<file path="src/rtl/seg_pkg.sv">
// Shared field positions, constants and segment encoding
// for the multiplexed seven-segment display scanner.
package seg_pkg;

    localparam int SEG_LSB     = 0;
    localparam int DP_BIT      = 7;
    localparam int SEL_LSB     = 8;

    localparam int D_VAL_LSB   = 0;
    localparam int D_DP_BIT    = 4;
    localparam int D_BLANK_BIT = 5;

    localparam logic [11:0] ALL_OFF     = 12'hFFF;
    localparam logic [5:0]  DIGIT_BLANK = 6'h20;

    typedef enum logic {
        ST_BLANK,
        ST_ON
    } scan_state_e;

    // Active-low gfedcba for a common-anode digit
    function automatic logic [6:0] hex2seg(input logic [3:0] v);
        logic [6:0] s;
        case (v)
            4'h0: s = 7'h40;
            4'h1: s = 7'h79;
            4'h2: s = 7'h24;
            4'h3: s = 7'h30;
            4'h4: s = 7'h19;
            4'h5: s = 7'h12;
            4'h6: s = 7'h02;
            4'h7: s = 7'h78;
            4'h8: s = 7'h00;
            4'h9: s = 7'h10;
            4'hA: s = 7'h08;
            4'hB: s = 7'h03;
            4'hC: s = 7'h46;
            4'hD: s = 7'h21;
            4'hE: s = 7'h06;
            default: s = 7'h0E;
        endcase
        return s;
    endfunction

    function automatic logic [11:0] seg_encode(
        input logic [5:0] d,
        input logic [1:0] idx
    );
        logic [11:0] o;
        o = ALL_OFF;
        o[SEL_LSB +: 4] = ~(4'b0001 << idx);
        if (!d[D_BLANK_BIT]) begin
            o[SEG_LSB +: 7] = hex2seg(d[D_VAL_LSB +: 4]);
            o[DP_BIT]       = ~d[D_DP_BIT];
        end
        return o;
    endfunction

endpackage

</file>
<file path="src/rtl/seg_write_arbiter.sv">
// Two-requester round-robin write arbiter; the pointer
// remembers which side won last so contention alternates.
module seg_write_arbiter
    import seg_pkg::*;
(
    input  logic       clk,
    input  logic       rst_n,
    input  logic       cpu_req,
    input  logic [1:0] cpu_addr,
    input  logic [5:0] cpu_data,
    input  logic       dbg_req,
    input  logic [1:0] dbg_addr,
    input  logic [5:0] dbg_data,
    output logic       cpu_gnt,
    output logic       dbg_gnt,
    output logic       wr_en_o,
    output logic [1:0] wr_addr_o,
    output logic [5:0] wr_data_o
);

    logic last_cpu_q;
    logic last_cpu_d;

    always_comb begin
        dbg_gnt    = dbg_req && (!cpu_req || last_cpu_q);
        cpu_gnt    = cpu_req && !dbg_gnt;
        wr_en_o    = cpu_gnt || dbg_gnt;
        wr_addr_o  = dbg_gnt ? dbg_addr : cpu_addr;
        wr_data_o  = dbg_gnt ? dbg_data : cpu_data;
        last_cpu_d = last_cpu_q;
        if (cpu_gnt) last_cpu_d = 1'b1;
        if (dbg_gnt) last_cpu_d = 1'b0;
    end

    always_ff @(posedge clk or negedge rst_n) begin
        if (!rst_n) last_cpu_q <= 1'b0;
        else        last_cpu_q <= last_cpu_d;
    end

endmodule

</file>
<file path="src/rtl/seg_scan_scheduler.sv">
// Digit registers, blank/on scan FSM and registered
// segment/select output for the multiplexed display.
module seg_scan_scheduler
    import seg_pkg::*;
#(
    parameter int NUM_DIGITS = 4,
    parameter int DWELL_W    = 5,
    parameter int BLANK_CYC  = 2
) (
    input  logic        clk,
    input  logic        rst_n,
    input  logic        enable,
    input  logic        cpu_req,
    input  logic [1:0]  cpu_addr,
    input  logic [5:0]  cpu_data,
    output logic        cpu_gnt,
    input  logic        dbg_req,
    input  logic [1:0]  dbg_addr,
    input  logic [5:0]  dbg_data,
    output logic        dbg_gnt,
    output logic [11:0] to_seven_seg,
    output logic [1:0]  scan_idx
);

    localparam int BLANK_W = $clog2(BLANK_CYC + 1);
    localparam int CNT_W   = (DWELL_W > BLANK_W) ? DWELL_W : BLANK_W;

    localparam logic [CNT_W-1:0] BLANK_LAST = CNT_W'(BLANK_CYC - 1);
    localparam logic [CNT_W-1:0] DWELL_LAST = CNT_W'((1 << DWELL_W) - 1);
    localparam logic [1:0]       SCAN_LAST  = 2'(NUM_DIGITS - 1);
    localparam logic [2:0]       ND         = 3'(NUM_DIGITS);

    logic       wr_en;
    logic [1:0] wr_addr;
    logic [5:0] wr_data;

    seg_write_arbiter u_arb (
        .clk       (clk),
        .rst_n     (rst_n),
        .cpu_req   (cpu_req),
        .cpu_addr  (cpu_addr),
        .cpu_data  (cpu_data),
        .dbg_req   (dbg_req),
        .dbg_addr  (dbg_addr),
        .dbg_data  (dbg_data),
        .cpu_gnt   (cpu_gnt),
        .dbg_gnt   (dbg_gnt),
        .wr_en_o   (wr_en),
        .wr_addr_o (wr_addr),
        .wr_data_o (wr_data)
    );

    logic [5:0] dig_q [4];

    // Out-of-range writes are granted but dropped here
    always_ff @(posedge clk or negedge rst_n) begin
        if (!rst_n) begin
            for (int i = 0; i < 4; i++) dig_q[i] <= DIGIT_BLANK;
        end else if (wr_en && ({1'b0, wr_addr} < ND)) begin
            dig_q[wr_addr] <= wr_data;
        end
    end

    scan_state_e      state_q, state_d;
    logic [CNT_W-1:0] cnt_q, cnt_d;
    logic [1:0]       scan_q, scan_d;
    logic [5:0]       latch_q, latch_d;
    logic [11:0]      out_q, out_d;

    always_comb begin
        state_d = state_q;
        cnt_d   = cnt_q;
        scan_d  = scan_q;
        latch_d = latch_q;
        out_d   = ALL_OFF;
        if (!enable) begin
            state_d = ST_BLANK;
            cnt_d   = '0;
        end else begin
            unique case (state_q)
                ST_BLANK: begin
                    if (cnt_q == BLANK_LAST) begin
                        state_d = ST_ON;
                        cnt_d   = '0;
                        latch_d = dig_q[scan_q];
                    end else begin
                        cnt_d = cnt_q + CNT_W'(1);
                    end
                end
                ST_ON: begin
                    out_d = seg_encode(latch_q, scan_q);
                    if (cnt_q == DWELL_LAST) begin
                        state_d = ST_BLANK;
                        cnt_d   = '0;
                        scan_d  = (scan_q == SCAN_LAST) ? 2'd0 : scan_q + 2'd1;
                    end else begin
                        cnt_d = cnt_q + CNT_W'(1);
                    end
                end
            endcase
        end
    end

    always_ff @(posedge clk or negedge rst_n) begin
        if (!rst_n) begin
            state_q <= ST_BLANK;
            cnt_q   <= '0;
            scan_q  <= 2'd0;
            latch_q <= DIGIT_BLANK;
            out_q   <= ALL_OFF;
        end else begin
            state_q <= state_d;
            cnt_q   <= cnt_d;
            scan_q  <= scan_d;
            latch_q <= latch_d;
            out_q   <= out_d;
        end
    end

    assign to_seven_seg = out_q;
    assign scan_idx     = scan_q;

endmodule

</file>
<file path="config.mk">
export PLATFORM = sky130hd
export DESIGN_NAME = seg_scan_scheduler
export DESIGN_NICKNAME = d
export VERILOG_FILES = /design/src/rtl/seg_pkg.sv /design/src/rtl/seg_write_arbiter.sv /design/src/rtl/seg_scan_scheduler.sv
export SDC_FILE = /design/constraint.sdc
export NUM_CORES = 1
export LEC_CHECK = 0
export ABC_AREA = 1
export CAP_MARGIN = 20
export CORE_UTILIZATION = 54
export CTS_CLUSTER_SIZE = 16
export DETAILED_ROUTE_END_ITERATION = 16
export GPL_TIMING_DRIVEN = 0
export PLACE_DENSITY = 0.76
export SKIP_CTS_REPAIR_TIMING = 1
export SLEW_MARGIN = 15
export SYNTH_ARGS = -nofsm -noshare
export SYNTH_HDL_FRONTEND = slang
export SYNTH_SLANG_ARGS = --single-unit
</file>
<file path="constraint.sdc">
create_clock -name clk -period 1.6 [get_ports clk]
set_clock_uncertainty 0.05 [all_clocks]
set_input_delay 0.4 -clock clk [delete_from_list [all_inputs] [get_ports clk]]
set_output_delay 0.4 -clock clk [all_outputs]
set_load 0.05 [all_outputs]
</file>
# Word level (Yosys, flattened, before mapping)
# Memories as Yosys holds them, arrays and structs flattened.
# Cells that the tools add are included.
# classes
muxes	22
reduce_logical	10
shift	1
bitwise_logic	5
add_sub_neg	2
magnitude_cmp	3
eq_ne	3
# op_table
cell	count
24-bit bitwise mux	1
12-bit two-way mux	2
6-bit two-way mux	4
5-bit two-way mux	3
6-bit binary-select mux with 2-bit select	1
6-bit demux with 2-bit select	1
5-bit case mux with 2 select lines	1
8-bit two-way mux	1
3-bit >= comparator, second input constant	2
2-bit inverter with 3-bit output	2
3-bit AND reduction	2
5-bit by 1-bit adder with 5-bit output, second input constant	1
5-bit by 1-bit equality test with 1-bit output, second input constant	1
5-bit equality test, second input constant	1
1-bit two-way mux	5
2-bit two-way mux	2
4-bit inverter	1
1-bit by 2-bit left shift with 4-bit output, first input constant	1
1-bit logical AND	3
3-bit by 1-bit < comparator with 1-bit output, second input constant	1
2-bit by 1-bit adder with 2-bit output, second input constant	1
2-bit equality test, second input constant	1
1-bit zero test	2
1-bit logical OR	2
other kinds (3)	4
# totals
word_cells	57
memories	1
output_inout_bits	16
mem_bits_ro	112
in_bits	21
reg_bits	51
# mem_list
name	words	word_bits	read_ports	rd_clocked_by_memory_dff	wr	line_no	text
(no name shown)	16	7	1	0	0	seg_pkg.sv:24	case (v)

# Depth between registers and ports, before layout
# Gate-level depths: netlist of the first run.
# logic_depth
word_depth	10
ltp_mapped	10
mapped_depth_nobuf	8

# Cells and area by module
# From an unflattened synthesis of the first run, not the netlist that was laid out.
# hier_totals
cells_unflattened	325
hier_area_um2	2640.0
# by_module_without_submodules
mod	cells_each	area_per_inst_um2	instances	seq_area_each_um2
seg_scan_scheduler	291	2446.1	1	1272.5
seg_write_arbiter	34	193.9	1	25.0

# Worst setup path before layout of the first run
# OpenSTA, ideal clock, no wires.
# synth_path
path_type	input to output
startpoint	in dbg_req
endpoint	out cpu_gnt
required_ns	1.150
path_buffers	0
path_stages	2
slack_ns	-0.276
arrival_time_ns	1.426
cell_sequence	a21boi_2 nor2_1
# synth_via
elab_chain_len	3
# synth_rtl
element	line_no	text
from (decl)	seg_scan_scheduler.sv:17	input logic dbg_req,
1-bit logical AND	seg_write_arbiter.sv:25	dbg_gnt = dbg_req && (!cpu_req || last_cpu_q);
1-bit zero test	seg_write_arbiter.sv:26	cpu_gnt = cpu_req && !dbg_gnt;
1-bit logical AND	seg_write_arbiter.sv:26	
to (decl)	seg_scan_scheduler.sv:16	output logic cpu_gnt,
# Every way passes these cells.

# Worst setup path in the final report of the first run
# layout_path
startpoint	reg u_arb.last_cpu_q
endpoint	out dbg_gnt
# layout_via
elab_chain_len	2
# layout_rtl
element	line_no	text
from (decl)	seg_write_arbiter.sv:21	logic last_cpu_q;
from (signal assigned)	seg_write_arbiter.sv:37	else last_cpu_q <= last_cpu_d;
1-bit logical OR	seg_write_arbiter.sv:25	
1-bit logical AND	seg_write_arbiter.sv:25	
to (decl)	seg_scan_scheduler.sv:20	output logic dbg_gnt,
# Every way passes these cells.

==> results of run 1 <==
[power by group through the flow]
stage / Clock [mW] / Sequential, mW / Combinational (mW)
final: 0.806 / 1.87 / 1.19
after global routing: 0.873 / 1.91 / 1.35
after floorplan: 0 / 1.95 / 0.779
after global placement: 0 / 1.88 / 1.17
after detailed placement: 0 / 1.89 / 1.20
after CTS: 0.828 / 1.87 / 1.21
[cell usage in the layout, fill, tap and decap left out, types with 12 or more instances in the layout]
master                            netlist  final
sky130_fd_sc_hd__ha_1                  14     12
sky130_fd_sc_hd__dfstp_2               17     17
sky130_fd_sc_hd__o21ai_0               26     26
sky130_fd_sc_hd__clkdlybuf4s50_1        0     17
sky130_fd_sc_hd__nand2_1               92     92
sky130_fd_sc_hd__nand3_1               35     35
sky130_fd_sc_hd__nor2_1                26     25
sky130_fd_sc_hd__clkbuf_2               0     14
sky130_fd_sc_hd__inv_1                 19     18
sky130_fd_sc_hd__dfrtp_1               34     33
[worst paths after layout]
path,start,endpoint,slack (ns)
min in group clk,latch_q[4],to_seven_seg[7],0.35
worst max register to register,cnt_q[0],cnt_q[3],0.08
worst min register to register,latch_q[4],to_seven_seg[7],0.35
worst min-delay path,rst_n,latch_q[1],-0.0008
max in group asynchronous,rst_n,dig_q[17],0.91
worst max-delay path,u_arb.last_cpu_q,dbg_gnt,0.02
[final cells by class]
class	count	area [µm²]	area share, %
flip-flops and latches	51	1300	40.2
multi-input cells	230	1270	39.2
repair buffers	40	332	10.3
clock buffers	8	100	3.10
well taps	67	83.8	2.59
inverters	21	78.8	2.44
plain buffers	8	70.1	2.17
[stage by stage]
stage / total power [mW] / instance area, µm² / worst slack [ns] / hold slack, ns / TNS, ns
after floorplan: 2.73 / 2690 / 0.0718 / 0.0544 / 0
after global placement: 3.05 / 3130 / -1.56 / 0.334 / -74.63
after detailed placement: 3.09 / 3150 / -1.03 / 0.338 / -14.13
after CTS: 3.90 / 3250 / -1.04 / 0.0151 / -9.66
after global routing: 4.14 / 3230 / -0.0467 / 0.0394 / -0.112
final: 3.87 / 3230 / 0.0177 / -0.000768 / 0
[state kept, by name, summed over array words and instances (netlist names)]
register          flops
state_q               1
scan_idx              2
dig_q                24
cnt_q                 5
latch_q               6
u_arb.last_cpu_q      1
to_seven_seg         12
[cells by family after synthesis]
| family | count (synthesis) | synth area share, % |
|---|---|---|
| DFF | 51 | 48.4 |
| adders and majority gates | 14 | 6.54 |
| and+or+nand+nor | 174 | 30.1 |
| xor gates and xnor gates | 2 | 0.654 |
| AOI/OAI and AO/OA | 40 | 8.73 |
| buffers and inverters | 29 | 5.56 |
[metal layers]
layer	global-route usage [%]	vias up
met5	0	-
met4	9.37	0
met3	4.17	9
met2	39.3	44
met1	26.7	989
li1	-	1102
==> metrics list, run 1 <==
* Synth Net Count: 345
- Number of nets in the layout: 392
- Hpwl dp: 3.84 mm
- Along the worst path, the maximum fanout reaches 4.
- The internal power of the cells totals 2.49 mW.
- Cell Chain, Critical Path: inv_2, a21boi_4, buf_4
- The analysis attributes to net switching a power of 1.38 mW.
* Portion of the post-synthesis area used by sequential elements: 48.4%
- Per-instance average area after synthesis: 8.64 µm²
- Count of max-cap constraint violations: 0
- Yosys mapped the design onto 28 distinct sky130hd cell types.
* Buffer levels on the longest clock path: 2
- For this run, the detailed router's first-pass iteration total came to 4.
- The final count of hold timing violations came to 1.
* Share of total power in the clock network: 20.8%
* Synth Cell Area: 0.00268 mm²
* Leading cell type by number of instances after synthesis: sky130_fd_sc_hd__nand2_1
- Global routing consumed, over all layers together, 22.3% of the routing resources.
- The biggest area contributor in the post-synthesis netlist is sky130_fd_sc_hd__dfrtp_1.
- After detailed routing, the met3 layer carries 172 µm of wire.
* Proportion of netlist area held by the largest area contributor: 31.8%
- Routed wire length: 5.18 mm
- The worst register-to-register path has a depth of 6.
- The H-tree was split into 2 levels.
- Antenna diode instance count: 0
* Leftover overflow at the end of global routing: 0
- Final standard cell count with taps included and fillers excluded: 425
- Final clock period utilization by the worst path: 98.9%
* Skew-Pair Late Insertion Delay: 0.31 ns
* Vias: 2144
* Max stage delay cell, worst path: sky130_fd_sc_hd__dfrtp_1
- Final Wtd Congestion: 0.808
- Combinational share of power: 30.9%
- After synthesis, the share of flip-flops with an asynchronous set or reset is 100%.
- The run finished, with violations left.
- The number of antenna violations at the first check in global routing came to 0.
- Layout area overhead: 20.6%
- For this run, the number of Yosys warnings is 0.
- Headroom to the max-slew limit came out at 67.2%.
- Entering global routing, the biggest net connects 30 pins.
- Routed signal wires occupy layers up through met4.
- The floorplan step defined a die boundary enclosing 0.00525 mm².
- The first global-routing pass estimated 8.94 mm of wire.
* Die Wd: 72.4 µm
- Vias per Instance: 5.04
* Final design utilization: 67.9%
* Instance count after placement with tap cells included: 414
* Endpoints failing setup: 0
- Critical path start-end classification: reg2out
* Top area cells in the synthesized netlist: sky130_fd_sc_hd__dfrtp_1 32%, sky130_fd_sc_hd__dfstp_2 17%, sky130_fd_sc_hd__nand2_1 13%
* Buffers added on ports: 36
- Root cell of the clock tree: sky130_fd_sc_hd__clkbuf_8
* Failing checks: hold timing
* Initial detailed-routing violation count: 89
- Type of the worst min-delay path: in2async
* Fmax achieved: 632 MHz
* Bufs and invs on worst path: 2
* # fillers: 411
- Setup repair after global routing could not meet its margin everywhere.
* Path length in cells of the critical path: 3
* Clock-pin transition on the worst setup and hold timing paths: 0.09 ns
- Max stage delay on crit path: 0.35 ns
- In this run the vertical extent of the chip is 72.4 µm.
- In this run, synthesis produced a sequential element count of 51.
- Endpoint kind of the worst setup timing path: output pin
- The commonest cells after synthesis are 92 x sky130_fd_sc_hd__nand2_1, 35 x sky130_fd_sc_hd__nand3_1, 34 x sky130_fd_sc_hd__dfrtp_1, 26 x sky130_fd_sc_hd__nor2_1, 26 x sky130_fd_sc_hd__o21ai_0.
- Predominant post-synthesis flop cell: sky130_fd_sc_hd__dfrtp_1
- For this run, design rule violations remaining after detail routing come to 0.
- Once detail routing completed, the nets flagged for antenna violations numbered 0.
- EDFF count, synth: 0
* Switching part of the total: 35.7%
* Clock sink count: 51
* Fraction of final layout cells sized beyond drive strength 1: 22.1%
- Post-route worst hold slack: -0.000768 ns
- After floorplanning, the core was divided into 25 placement rows.
* Launching element type of the critical path: flop
- Number of buffers created by CTS: 5
- Min Clock Period, post-route: 1.58 ns
- Number of instances in the synthesized netlist: 310
* Leak Pwr: 1.57 nW
- Once the floorplan was initialized, standard cells occupied 56.3% of the core.
* WP data arrival: 1.13 ns
* Core Area: 0.00475 mm²
* Register share of total power: 48.3%
* Worst IR Drop VDD: 598 µV
- Kind of cell with the highest combined delay on the critical path: flip-flops
* Max-slew violations: 0
- Met2 wire len: 2.61 mm
* P per Cell Area: 1200 mW/mm²
- In the final routed layout, each cell accounts on average for 12.2 µm.
- 37 I/O pins were placed.
* Clock tree from TritonCTS: done
- For the worst setup path, the data required time is 1.15 ns.
* Slew at the pin closest to its max-slew limit: 0.491 ns
- The number of global-route vias before repair is 2040.
- After detailed routing, the wire length on met1 is 2.31 mm.
(Power assumes the default switching activity.)
==> run 2: changes to the inputs <==
--- a/config.mk
+++ b/config.mk
@@ -7,10 +7,11 @@
 export LEC_CHECK = 0
 export ABC_AREA = 1
 export CAP_MARGIN = 20
-export CORE_UTILIZATION = 54
+export CELL_PAD_IN_SITES_DETAIL_PLACEMENT = 1
+export CELL_PAD_IN_SITES_GLOBAL_PLACEMENT = 2
+export CORE_UTILIZATION = 33
 export CTS_CLUSTER_SIZE = 16
 export DETAILED_ROUTE_END_ITERATION = 16
-export GPL_TIMING_DRIVEN = 0
 export PLACE_DENSITY = 0.76
 export SKIP_CTS_REPAIR_TIMING = 1
 export SLEW_MARGIN = 15
==> run 2 against run 1 <==
Compared with the run above:
- the run ends with setup timing left
- worst hold slack improved by 0.013 ns
- sequential share of layout area decreased by 4.3 points
- clock power increased by 18%
- clock-buffer cell count decreased by 2
- global-route usage decreased by 5.1 points
- critical path depth increased by 1
- fmax decreased by 4.1%
- die area increased by 62%
- cell area increased by 12%
- combinational power increased by 18%
- setup slack got worse by 0.068 ns
- via count increased by 6.0%
- critical endpoint unchanged
- largest cell class unchanged
- highest routed layer unchanged
==> metrics list, run 2 (synthesis results as in run 1) <==
- Outcome: finished with violations
- Failing checks: setup timing
- The clock transition at the registers of the reported paths is 0.09 ns (about the same).
- The number of buffers on the longest clock path is 2 (unchanged).
* Type of the worst min-delay path: in2async
- Floorplan row count: 32 (+28%)
- The slew of the pin with the lowest slew margin is 0.282 ns (-0.208 ns).
- Required @ worst endpoint: 1.15 ns (about the same)
- The overall die area was 0.00848 mm² (+62%).
* Vias per Instance: 4.80 (-4.8%)
- Min Clock Period, post-route: 1.65 ns (+0.0684 ns)
* Max-slew violations: 0 (unchanged)
- Count of max-cap constraint violations: 0 (unchanged)
* Setup repair after global routing missed its margin: true
* Worst r2r path cells: 7 (+1)
- The total CTS buffers is 5 (unchanged).
- Endpoints failing setup: 2 (+2)
- The tree is rooted in a sky130_fd_sc_hd__clkbuf_8.
- The ratio of cells with drive above 1 in the final layout is 25.1% (+3.0 points).
- Buffers added on ports: 36 (unchanged)
- Wire length of the first global-routing pass: 11.4 mm (+27%)
* Leading cell type in the layout, fill and taps excluded: sky130_fd_sc_hd__nand2_1
* Number of hold-slack violations in the final timing report: 0 (-1)
* Endpoint kind of the worst setup timing path: output pin
- The number of optimization iterations in the first detailed-route pass is 4 (unchanged).
* Max stage delay on crit path: 0.36 ns (about the same)
* Initial antenna violation count: 0 (unchanged)
- Cell Chain, Critical Path: inv_2, a21boi_4, buf_12, buf_12
* WP data arrival: 1.20 ns (+0.07 ns)
* Skew-Pair Late Insertion Delay: 0.31 ns (about the same)
- The violation count after the first detailed-route iteration was 47 (-47%).
- The number of flip-flops in the largest register was 24 (unchanged).
- The worst IR drop on VDD was 389 µV (-35%).
- The peak fanout along the critical path is 5 (+1).
* Post-route DRC violation count: 0 (unchanged)
* Largest net degree at the start of global routing: 52 (+73%)
- The routability-driven placement congestion ratio was 0.798 (-1.3%).
* Clock sink count: 51 (unchanged)
* Fmax achieved: 606 MHz (-4.1%)
- The width of the chip is 92.1 µm (+27%).
- Most flops, register: dig_q
* Crit path setup slack, layout: -0.0507 ns (-0.0684 ns)
* Commonest non-fill, non-tap cells in the layout: 92 x sky130_fd_sc_hd__nand2_1, 35 x sky130_fd_sc_hd__nand3_1, 33 x sky130_fd_sc_hd__dfrtp_1
- Vias: 2272 (+6.0%)
* Final clock period utilization by the worst path: 103% (+4.3 points)
- The total routing usage reported by global routing came to 17.2% (-5.1 points).
- Antenna diode instance count: 0 (unchanged)
- The cell leakage power is 1.76 nW (+12%).
- Routed wire length: 6.64 mm (+28%)
- Max stage delay cell, worst path: sky130_fd_sc_hd__dfrtp_1
- The number of global-route vias before repair came to 2329 (+14%).
- The H-tree depth reported by CTS is 2 (unchanged).
- The post-layout net count was 405 (+3.3%).
* Post-route worst hold slack: 0.0119 ns (+0.0127 ns)
* Hpwl dp: 4.95 mm (+29%)
- The effective utilization at floorplan came to 34.3% (-22 points).
* Clock tree from TritonCTS: done
- Number of top-level pins: 37 (unchanged)
- The worst slew margin relative to its limit came to 81.2% (+14 points).
* Critical path start-end classification: reg2out
- The routed length per placed instance is 14.0 µm (+15%).
- The cell count after placement is 460 (+11%).
- The area growth from synthesis to layout is 35.2%.
- The non-filler instance count after layout came to 473 (+11%).
- The power per standard cell area is 1180 mW/mm² (-1.9%).
* Routed Antenna Nets: 0 (unchanged)
- Y dimension of the die: 92.1 µm (+27%)
* Most numerous cell on the critical path: sky130_fd_sc_hd__buf_12
- The sum of overflow across all layers after global routing came to 0 (unchanged).
* Core Area: 0.00781 mm² (+64%)
- Launching element type of the critical path: flop
[run 2: path summary, 6_finish.rpt]
path / startpoint / to / slack [ns]
worst min-delay path: rst_n / latch_q[3] / 0.01
worst max register to register: cnt_q[1] / cnt_q[3] / 0.08
max in group asynchronous: rst_n / to_seven_seg[11] / 1.19
worst min register to register: latch_q[4] / to_seven_seg[7] / 0.35
min in group clk: latch_q[4] / to_seven_seg[7] / 0.35
worst max-delay path: u_arb.last_cpu_q / dbg_gnt / -0.05
[run 2: cell type report]
| class | count | area (µm²) |
|---|---|---|
| fillers | 924 | 4190 |
| flip-flops and latches | 51 | 1300 |
| multi-input cells | 230 | 1250 |
| repair buffers | 61 | 749 |
| well taps | 102 | 128 |
| clock buffers | 6 | 82.6 |
| inverters | 21 | 78.8 |
| clock inverters | 2 | 35.0 |
[run 2: per-layer routing]
| metal | vias to the layer above | wire length [µm] | track usage, % |
|---|---|---|---|
| met5 | - | 0 | 0 |
| met4 | 0 | 73 | 4.69 |
| met3 | 6 | 144 | 2.82 |
| met2 | 34 | 3420 | 30.2 |
| met1 | 1109 | 3000 | 21.6 |
| li1 | 1123 | - | - |
[run 2: metrics by stage]
step	TNS (ns)	util, %	setup WS [ns]	total power [mW]	cell area (µm²)
final	-0.0591	46.4	-0.0507	4.26	3620
after global routing	-0.182	46.4	-0.0975	4.56	3620
after CTS	-1.93	45.7	-0.336	4.29	3570
after detailed placement	-9.77	44.2	-0.411	3.31	3450
after global placement	-7.83	44.2	-0.327	3.26	3450
after floorplan	0	-	0.0718	2.73	2690
[run 2: power breakdown]
part,internal [mW],switching (mW)
combinational,0.607,0.803
clock,0.507,0.445
sequential,1.66,0.238
[run 2: worst max-delay path: cells and delay by family, from the launching register on]
kind,cells,cell delay [ns]
flops,1,0.36
buf+inv,3,0.32
compound gates,1,0.20
==> run 3: changes to the inputs <==
--- a/config.mk
+++ b/config.mk
@@ -9,10 +9,11 @@
 export CAP_MARGIN = 20
 export CELL_PAD_IN_SITES_DETAIL_PLACEMENT = 1
 export CELL_PAD_IN_SITES_GLOBAL_PLACEMENT = 2
-export CORE_UTILIZATION = 33
+export CORE_UTILIZATION = 38
 export CTS_CLUSTER_SIZE = 16
 export DETAILED_ROUTE_END_ITERATION = 16
-export PLACE_DENSITY = 0.76
+export DONT_BUFFER_PORTS = 1
+export PLACE_DENSITY = 0.75
 export SKIP_CTS_REPAIR_TIMING = 1
 export SLEW_MARGIN = 15
 export SYNTH_ARGS = -nofsm -noshare
==> run 3 against run 2 <==
Compared with the run above:
- critical path depth unchanged
- largest power group unchanged
- highest routed layer unchanged
- flip-flop and latch count unchanged
- the run ends with hold timing left
- fmax increased by 7.5%
==> metrics list, run 3 (synthesis results as in run 1) <==
- TritonCTS built the clock tree.
- The cell leakage power was 1.44 nW (-18%).
- The worst hold slack after final layout came to -0.261 ns (-0.273 ns).
- The sum of overflow across all layers after global routing came to 0 (unchanged).
- Sequential cell area: 0.00130 mm² (unchanged)
- The routability-driven placement congestion ratio is 0.764 (-4.3%).
- The total routing usage reported by global routing is 17.8% (+0.66 points).
- The ratio of cells with drive above 1 in the final layout came to 19.3% (-5.7 points).
* Commonest non-fill, non-tap cells in the layout: 92 x sky130_fd_sc_hd__nand2_1, 35 x sky130_fd_sc_hd__nand3_1, 33 x sky130_fd_sc_hd__dfrtp_1
- Wirelength per Cell: 14.1 µm (+0.80%)
* Number of hold-slack violations in the final timing report: 51 (+51)
- Slew at the pin closest to its max-slew limit: 0.284 ns (+0.00145 ns)
- Buffers added on ports: 0 (-100%)
* Number of detailed-routing iterations run before antenna repair: 4 (unchanged)
- The average vias per placed instance is 4.90 (+1.9%).
- Clock sink count: 51 (unchanged)
- WP data arrival: 1.09 ns (-0.11 ns)
* Deepest level of the CTS H-tree: 2 (unchanged)
* Multi-input gate area: 0.00124 mm² (-0.40%)
* Critical R2R Launch: cnt_q[0]
- Type of the worst min-delay path: in2async
- The final non-filler cell area was 0.00300 mm² (-17%).
* Launching element type of the critical path: flop
* Required @ worst endpoint: 1.15 ns (about the same)
* Number of top-level pins: 37 (unchanged)
- The number of buffers on the longest clock path is 2 (unchanged).
* Worst r2r path cells: 7 (unchanged)
- Endpoint kind of the worst setup timing path: output pin
- Vias: 2066 (-9.1%)
- Total placed instance area: 0.00289 mm² (-16%)
- The register with the most flip-flops in the final layout is dig_q.
* Setup crit end: cpu_gnt
- Setup repair after global routing could not meet its margin everywhere.
- Min Clock Period, post-route: 1.54 ns (-0.115 ns)
- Failing checks: hold timing
* Skew-Pair Late Insertion Delay: 0.30 ns (about the same)
- Hpwl dp: 4.59 mm (-7.2%)
- The global-route wire length before repair came to 10.3 mm (-9.5%).
* Largest net degree at the start of global routing: 52 (unchanged)
- The number of global-route vias before repair is 2098 (-9.9%).
* Number of nets in the layout: 360 (-11%)
* Final clock period utilization by the worst path: 96.0% (-7.2 points)
- Maximum fanout along the worst path: 3 (-2)
* Critical path launch point: u_arb.last_cpu_q
- The number of flip-flops in the largest register was 24 (unchanged).
- The total wire length was 5.97 mm (-10%).
- Leading cell type in the layout, fill and taps excluded: sky130_fd_sc_hd__nand2_1
- Initial antenna violation count: 0 (unchanged)
* Root cell of the clock tree: sky130_fd_sc_hd__clkbuf_8
- Slack of the worst reg-to-reg path: 0.09 ns (about the same)
- Summed negative setup slack over all endpoints: 0 ns (+0.0591 ns)
* Initial Utilization: 39.4% (+5.1 points)
- The antenna diode count was 0 (unchanged).
- Worst IR Drop VDD: 397 µV (+2.1%)
- Number of buffers created by CTS: 5 (unchanged)
- The count of fill cells added during filler insertion came to 812 (-12%).
- Max-slew violations: 0 (unchanged)
* Initial detailed-routing violation count: 55 (+17%)
- Layout area overhead: 12.0%
- The width of the chip came to 86.0 µm (-6.7%).
- Outcome: finished with violations
* Core Area: 0.00679 mm² (-13%)
* Clock-pin transition on the worst setup and hold timing paths: 0.09 ns (about the same)
* FF-to-FF End: cnt_q[0]
* Area of the die: 0.00739 mm² (-13%)
- The max-cap check violation count is 0 (unchanged).
- The antenna violation net count after detailed routing came to 0 (unchanged).
* Endpoints failing setup: 0 (-2)
- The vertical die dimension came to 86.0 µm (-6.7%).
* Floorplan row count: 30 (-6.3%)
- The worst setup path is of the reg2out kind.
* Post-route DRC violation count: 0 (unchanged)
- P per Cell Area: 1280 mW/mm² (+8.6%)
- Fmax achieved: 651 MHz (+7.5%)
- Slew HR: 81.0% (-0.14 points)
run 3: cell count changes in the layout (fill, tap and decap cells not counted), moves of 2 or more:
cell                              change
sky130_fd_sc_hd__buf_6                +2
sky130_fd_sc_hd__clkdlybuf4s50_1     -17
sky130_fd_sc_hd__nor2_2               -2
sky130_fd_sc_hd__buf_4               -10
sky130_fd_sc_hd__dlymetal6s2s_1       -2
sky130_fd_sc_hd__nor2_1               +2
sky130_fd_sc_hd__buf_12              -17
sky130_fd_sc_hd__clkbuf_1             +2
run 3: how the worst min path moves through the flow:
stage / startpoint / end / slack (ns) / depth (start not counted)
2_1_floorplan: rst_n / cnt_q[0] / 0.05 / 0
3_3_place_gp: rst_n / dig_q[3] / 0.06 / 0
3_5_place_dp: rst_n / cnt_q[4] / 0.06 / 0
4_1_cts: rst_n / dig_q[18] / -0.28 / 0
5_1_grt: rst_n / dig_q[18] / -0.29 / 0
6_report: rst_n / dig_q[16] / -0.26 / 0
run 3: stage by stage:
stage,total power [mW],utilization (%),std cells,worst slack (ns)
final,3.83,44.2,422,0.0643
after global routing,4.13,44.2,422,-0.00647
after CTS,3.89,44.0,422,0.0266
after detailed placement,3.05,42.5,414,0.0821
after global placement,3.01,42.5,414,0.142
after floorplan,2.73,-,310,0.0718
run 3: worst max-delay path, stage by stage, from the launching register on:
cell                       delay [ns]
sky130_fd_sc_hd__dfrtp_1         0.38
sky130_fd_sc_hd__inv_2           0.09
sky130_fd_sc_hd__a21boi_4        0.07
sky130_fd_sc_hd__nor2_2          0.09
sky130_fd_sc_hd__buf_6           0.16
run 3: layout make-up:
class                      instances  area share (%)
sequential                        51            43.3
tap                               96            4.00
multi-input combinational        230            41.5
timing repair buffer              16            5.21
clock buffer                       8            3.38
inverter                          21            2.63
run 3: where the power goes:
group	internal [mW]	switching, mW	leakage (nW)
logic	0.391	0.618	0.787
clock network	0.406	0.409	0.0506
registers	1.66	0.345	0.600
run 3: metal layers:
metal | global-route usage, % | vias to the layer above | wire length (µm)
li1 | - | 1036 | -
met2 | 31.9 | 34 | 3050
met3 | 3.08 | 7 | 176
met4 | 5.00 | 0 | 68
met1 | 22.0 | 989 | 2670
met5 | 0 | - | 0
